$ cat src/rtl/fpu_status_collector.sv
// Collects FPU completions into a show-ahead FIFO and keeps sticky exception flags, irq and overrun.
// Optional per-flag event counters are enabled by defining FPU_STATUS_CNT_EN.
module fpu_status_collector #(
    parameter int unsigned DATA_W = 32,
    parameter int unsigned DEPTH  = 8
`ifdef FPU_STATUS_CNT_EN
    , parameter int unsigned CNT_W = 16
`endif
) (
    input  logic                     clk,
    input  logic                     rst,
    input  logic                     fpu_ready,
    input  logic [DATA_W-1:0]        fpu_result,
    input  logic                     ine,
    input  logic                     overflow,
    input  logic                     underflow,
    input  logic                     div_zero,
    input  logic                     inf,
    input  logic                     zero,
    input  logic                     qnan,
    input  logic                     snan,
    output logic                     out_valid,
    input  logic                     out_ready,
    output logic [DATA_W-1:0]        out_result,
    output logic [7:0]               out_flags,
    output logic [$clog2(DEPTH):0]   fifo_count,
    output logic [7:0]               sticky_flags,
    input  logic [7:0]               sticky_clr,
    input  logic [7:0]               irq_mask,
    output logic                     irq,
    output logic                     overrun,
    input  logic                     overrun_clr
`ifdef FPU_STATUS_CNT_EN
    , output logic [8*CNT_W-1:0]     flag_cnt
`endif
);

    localparam int unsigned AW = $clog2(DEPTH);
    localparam int unsigned CW = AW + 1;

    logic [DATA_W+7:0] mem_q [DEPTH];
    logic [AW-1:0]     wr_ptr_q, wr_ptr_d;
    logic [AW-1:0]     rd_ptr_q, rd_ptr_d;
    logic [CW-1:0]     count_q, count_d;
    logic [7:0]        sticky_q, sticky_d;
    logic              irq_q, irq_d;
    logic              overrun_q, overrun_d;
    logic [7:0]        in_flags;
    logic              full, push, pop;
    logic [DATA_W+7:0] head;

    assign in_flags = {snan, qnan, zero, inf, div_zero, underflow, overflow, ine};

    always_comb begin
        full      = (count_q == CW'(DEPTH));
        pop       = (count_q != '0) && out_ready;
        push      = fpu_ready && (!full || pop);
        wr_ptr_d  = push ? wr_ptr_q + 1'b1 : wr_ptr_q;
        rd_ptr_d  = pop  ? rd_ptr_q + 1'b1 : rd_ptr_q;
        count_d   = count_q;
        if (push && !pop) begin
            count_d = count_q + 1'b1;
        end else if (pop && !push) begin
            count_d = count_q - 1'b1;
        end
        // Flags of dropped captures still accumulate; set wins over clear.
        sticky_d  = (sticky_q & ~sticky_clr) | (fpu_ready ? in_flags : 8'h00);
        irq_d     = |(sticky_d & irq_mask);
        overrun_d = (overrun_q && !overrun_clr) || (fpu_ready && !push);
    end

    always_ff @(posedge clk) begin
        if (rst) begin
            wr_ptr_q  <= '0;
            rd_ptr_q  <= '0;
            count_q   <= '0;
            sticky_q  <= '0;
            irq_q     <= 1'b0;
            overrun_q <= 1'b0;
        end else begin
            wr_ptr_q  <= wr_ptr_d;
            rd_ptr_q  <= rd_ptr_d;
            count_q   <= count_d;
            sticky_q  <= sticky_d;
            irq_q     <= irq_d;
            overrun_q <= overrun_d;
        end
    end

    // Storage carries no reset; the head is masked to zero while the FIFO is empty.
    always_ff @(posedge clk) begin
        if (!rst && push) begin
            mem_q[wr_ptr_q] <= {in_flags, fpu_result};
        end
    end

    always_comb begin
        head       = (count_q != '0) ? mem_q[rd_ptr_q] : '0;
        out_valid  = (count_q != '0);
        out_result = head[DATA_W-1:0];
        out_flags  = head[DATA_W+7:DATA_W];
    end

    assign fifo_count   = count_q;
    assign sticky_flags = sticky_q;
    assign irq          = irq_q;
    assign overrun      = overrun_q;

`ifdef FPU_STATUS_CNT_EN
    logic [CNT_W-1:0] cnt_q [8];
    logic [CNT_W-1:0] cnt_d [8];

    always_comb begin
        for (int unsigned i = 0; i < 8; i++) begin
            // Clear first, then increment, so a same-cycle event leaves the counter at 1.
            cnt_d[i] = sticky_clr[i] ? '0 : cnt_q[i];
            if (fpu_ready && in_flags[i] && (cnt_d[i] != '1)) begin
                cnt_d[i] = cnt_d[i] + 1'b1;
            end
        end
    end

    always_ff @(posedge clk) begin
        for (int unsigned i = 0; i < 8; i++) begin
            if (rst) begin
                cnt_q[i] <= '0;
            end else begin
                cnt_q[i] <= cnt_d[i];
            end
        end
    end

    always_comb begin
        flag_cnt = '0;
        for (int unsigned i = 0; i < 8; i++) begin
            flag_cnt[i*CNT_W +: CNT_W] = cnt_q[i];
        end
    end
`endif

endmodule
$ cat config.mk
export PLATFORM = sky130hd
export DESIGN_NAME = fpu_status_collector
export DESIGN_NICKNAME = d
export VERILOG_FILES = /design/src/rtl/fpu_status_collector.sv
export SDC_FILE = /design/constraint.sdc
export NUM_CORES = 1
export LEC_CHECK = 0
export ABC_AREA = 1
export BUFFER_PORTS_ARGS = -buffer_cell sky130_fd_sc_hd__buf_2
export CAP_MARGIN = 20
export CORE_MARGIN = 1
export CORE_UTILIZATION = 59
export DETAILED_ROUTE_END_ITERATION = 10
export GPL_TIMING_DRIVEN = 0
export PLACE_DENSITY = 0.79
export SLEW_MARGIN = 5
export SYNTH_ARGS = -nofsm -noshare
export SYNTH_HDL_FRONTEND = slang
export SYNTH_SLANG_ARGS = --single-unit
export TNS_END_PERCENT = 30
$ cat constraint.sdc
create_clock -name clk -period 6 [get_ports clk]
set_input_delay 0.3 -clock clk [delete_from_list [all_inputs] [get_ports clk]]
set_output_delay 0.3 -clock clk [all_outputs]
set_load 0.005 [all_outputs]
==> run_results.csv <==
group,metric,value,unit
detailed_routing,dr.pass1.iters,6,
place,hpwl,19600,microns
logic_synthesis,synth_commonest_cells,"377 x nor2_1, 320 x edfxtp_1, 178 x o21ai_0",
setup_path,r2r-end,"fifo_count[3]$_SDFFE_PP0P_",
logic_synthesis,synth_area,0.0138,sq mm
global_routing,grt_pass1_vias,9186,
setup_path,reg2reg_slack,3.52,ns
power,power.leakage,5.99,nW
min_path,hold_depth,4,
logic_synthesis,synth.avg_cell_area,11.6,sq um
logic_synthesis,async_reset_ff_share,0,%
logic_synthesis,ys_types,26,
detailed_routing,post-route-drc-count,0,
min_path,hold_class,"in -> reg",
cts,htreeDepth,2,
cells_and_area,multi_input_area,0.00333,sq mm
setup_path,endpoint_kind,"primary output",
min_path,hold_path_end,"overrun$_SDFF_PP0_",
floorplanning,row_count,55,
floorplanning,placeableCoreArea,0.0228,sq mm
logic_synthesis,synthCells,1187,
min_path,hp-start,"overrun_clr",
cells_and_area,drive_above_1_share,16.4,%
cts,cts-root-buf,"clkbuf_16",
setup_path,r2r_cells,11,
setup_path,path_max_fanout,10,
global_routing,grt_start_max_net_pins,27,
cts,clk_path_buf_depth,3,
power,p_comb_share,26.3,%
cts,cts_hold_buf,0,
global_routing,grt_use_total,27.0,%
cts,cts_tree,"built",
floorplanning,die_y,155,microns
setup_path,crit_buf_inv,4,
floorplanning,start_util,60.7,%
timing,skew,0.0125,ns
detailed_routing,routed_wirelength,31700,microns
detailed_routing,first_iter_violations,1017,
detailed_routing,drtAntennaViolNets,0,
power,pwr-share-seq,41.4,%
floorplanning,pin_count,116,
timing,fin_crit,2.72,ns
power,powerDensity,408,mW/mm^2
cells_and_area,fin_nets,1421,
setup_path,worstPathRequired,5.70,ns
setup_path,crit_top_cell,"nor2_1",
global_routing,antenna_found_initial,1,
detailed_routing,via_per_inst,5.63,
setup_path,criticalPathCategory,"reg -> out",
detailed_routing,vias,9527,
timing,slew_viol_final,0,
place,numPortBuffers,114,
cells_and_area,nFillCells,1513,
power,p_sw,2.02,mW
logic_synthesis,synth-seq-cells,343,
cts,clk_latency,0.51,ns
cts,numCtsBuffers,35,
global_routing,gr-usage-met3,5.88,%
cells_and_area,seq_area,0.0101,sq mm
power,pwr-share-clk,32.4,%
setup_path,r2r-start,"fifo_count[1]$_SDFFE_PP0P_",
cells_and_area,final_cells,1693,
global_routing,grt_overflow,0,
power,p_int,4.59,mW
setup_path,crit_chain,"buf_6 -> inv_2 -> clkbuf_1 -> o21ai_0 -> o21ai_1 -> nor2_1 -> nor2_1 -> buf_2",
place,pre_cts_slack,3.51,ns
timing,rsz0062_at_grt,"no",
setup_path,critPathSlowestCell,"clkbuf_1",
logic_synthesis,synthTopCellsByArea,"edfxtp_1 70%, nor2_1 10%, o21ai_0 6.4%, dfxtp_1 3.3%, nand2_1 2.5%",
logic_synthesis,ys_seq_area_share,72.9,%
logic_synthesis,yosys.area.top_type,"edfxtp_1",
power,swShare,30.6,%
global_routing,met2_usage,45.1,%
cts,cts_sinks,343,
global_routing,use_met1,35.8,%
timing,slew_headroom,40.6,%
setup_path,slowest_delay,0.54,ns
detailed_routing,post_drt_wl_per_cell,18.7,microns
logic_synthesis,syn-num-nets,1254,
cells_and_area,diodes,0,
setup_path,arrival,2.42,ns
timing,setup_slack,3.28,ns
timing,finalCritPeriodShare,45.3,%
setup_path,cp.depth,8,
cts,postCtsSetupBuffers,0,
logic_synthesis,synth_top_area_share,69.5,%
logic_synthesis,synth-edff-count,320,
timing,max_freq,368,MHz
status,status,"completed",
floorplanning,die_x,155,microns
setup_path,crit_family,"buffers and inverters",
place,placed_cells,1630,
cells_and_area,area_growth,17.0,%
cts,cts_resized,0,
run,maxCapViolCount,0,
cts,path_clk_slew,0.06,ns
global_routing,top_usage_layer,"met2",
global_routing,grt_pass1_wl,48800,microns
place,place.gp.congestion,0.796,
power,ir_drop,0.280,mV
timing,setup_viol,0,
logic_synthesis,yosysMostFrequentCell,"nor2_1",
logic_synthesis,synth.yosys.warnings,0,
setup_path,critPathLaunchType,"register",
logic_synthesis,ys.flop_type,"edfxtp_1",
floorplanning,die-area,0.0240,sq mm
timing,hold_viol,0,
timing,tightest_slew,0.883,ns
[cell type report]
cell class,instances,area share [%]
clock buffer,52,6.20
inverter,21,0.487
multi-input combinational,755,20.6
clock inverter,11,0.828
tap,313,2.42
timing repair buffer,130,4.76
sequential,343,62.3
buffer,68,2.45
[per-stage QoR]
| step | hold slack (ns) | power (mW) | utilization [%] | setup TNS (ns) | area, sq um |
|---|---|---|---|---|---|
| floorplan | 0.399 | 3.80 | - | 0 | 13800 |
| global placement | 0.456 | 4.44 | 64.9 | -91.11 | 14800 |
| detailed placement | 0.462 | 4.50 | 66.0 | 0 | 15000 |
| CTS | 0.0360 | 6.60 | 71.0 | 0 | 16200 |
| global route | 0.0485 | 6.90 | 71.0 | 0 | 16200 |
| finish | 0.0466 | 6.61 | 71.0 | 0 | 16200 |
[flip-flops by register name, indices dropped and copies added (netlist names), named ones only]
| register | flops |
|---|---|
| mem_q | 320 |
| sticky_flags | 8 |
| fifo_count | 4 |
| rd_ptr_q | 3 |
| wr_ptr_q | 3 |
| irq | 1 |
| overrun | 1 |
[layer usage]
metal | wire length [microns] | share of wire, %
met5 | 12 | 0.038
met4 | 701 | 2.2
met3 | 2900 | 9.1
met2 | 15400 | 49
met1 | 12700 | 40
[power by group through the flow]
stage / logic [mW] / clock network [mW] / registers (mW)
final: 1.74 / 2.14 / 2.73
after global routing: 1.92 / 2.24 / 2.74
after CTS: 1.73 / 2.14 / 2.73
after detailed placement: 1.72 / 0 / 2.78
after global placement: 1.65 / 0 / 2.79
after floorplan: 1.02 / 0 / 2.78
[layout by cell type, fill, tap and decap left out, types with 6 or more instances in the layout]
cell       count
nor2_4         6
buf_6         15
clkbuf_1      41
buf_2        125
dfxtp_1       23
buf_4         11
o21ai_1       26
nand2_1       92
nor2_1       371
buf_12         6
o21ai_0      178
inv_1         20
clkbuf_16     37
edfxtp_1     320
a21oi_1       18
nand3_1       46
clkbuf_2       6
[worst register-to-register path: stages (launching register included)]
cell	delay, ns
dfxtp_1	0.36
nor2_1	0.22
nand3_2	0.26
nand2_1	0.30
ha_1	0.26
inv_1	0.10
ha_1	0.31
or2_2	0.32
nand3_1	0.08
nand3_1	0.08
nand2_1	0.07
inv_1	0.04
[kinds of logic (layout without fill, tap and decap cells)]
| family | after synthesis | count (layout) | synth area share [%] |
|---|---|---|---|
| adder cells (fa/ha/maj) | 6 | 6 | 0.598 |
| AO/OA/AOI/OAI | 222 | 222 | 8.04 |
| XOR/XNOR | 5 | 5 | 0.317 |
| AND/OR/NAND/NOR | 522 | 522 | 14.7 |
| buffers and inverters | 89 | 282 | 3.44 |
| flip-flops | 343 | 343 | 72.9 |
[worst max path at each step]
stage	startpoint	to	slack (ns)
after floorplan	fifo_count[0]$_SDFFE_PP0P_	mem_q[4][0]$_DFFE_PP_	0.95
after global placement	rst	mem_q[4][21]$_DFFE_PP_	-1.97
after detailed placement	fifo_count[1]$_SDFFE_PP0P_	mem_q[3][21]$_DFFE_PP_	3.51
after CTS	register	out_flags[4]	3.37
after global routing	register	out_flags[1]	3.22
final	register	out_flags[4]	3.28
Note: power is estimated with default switching activity, not from simulation.
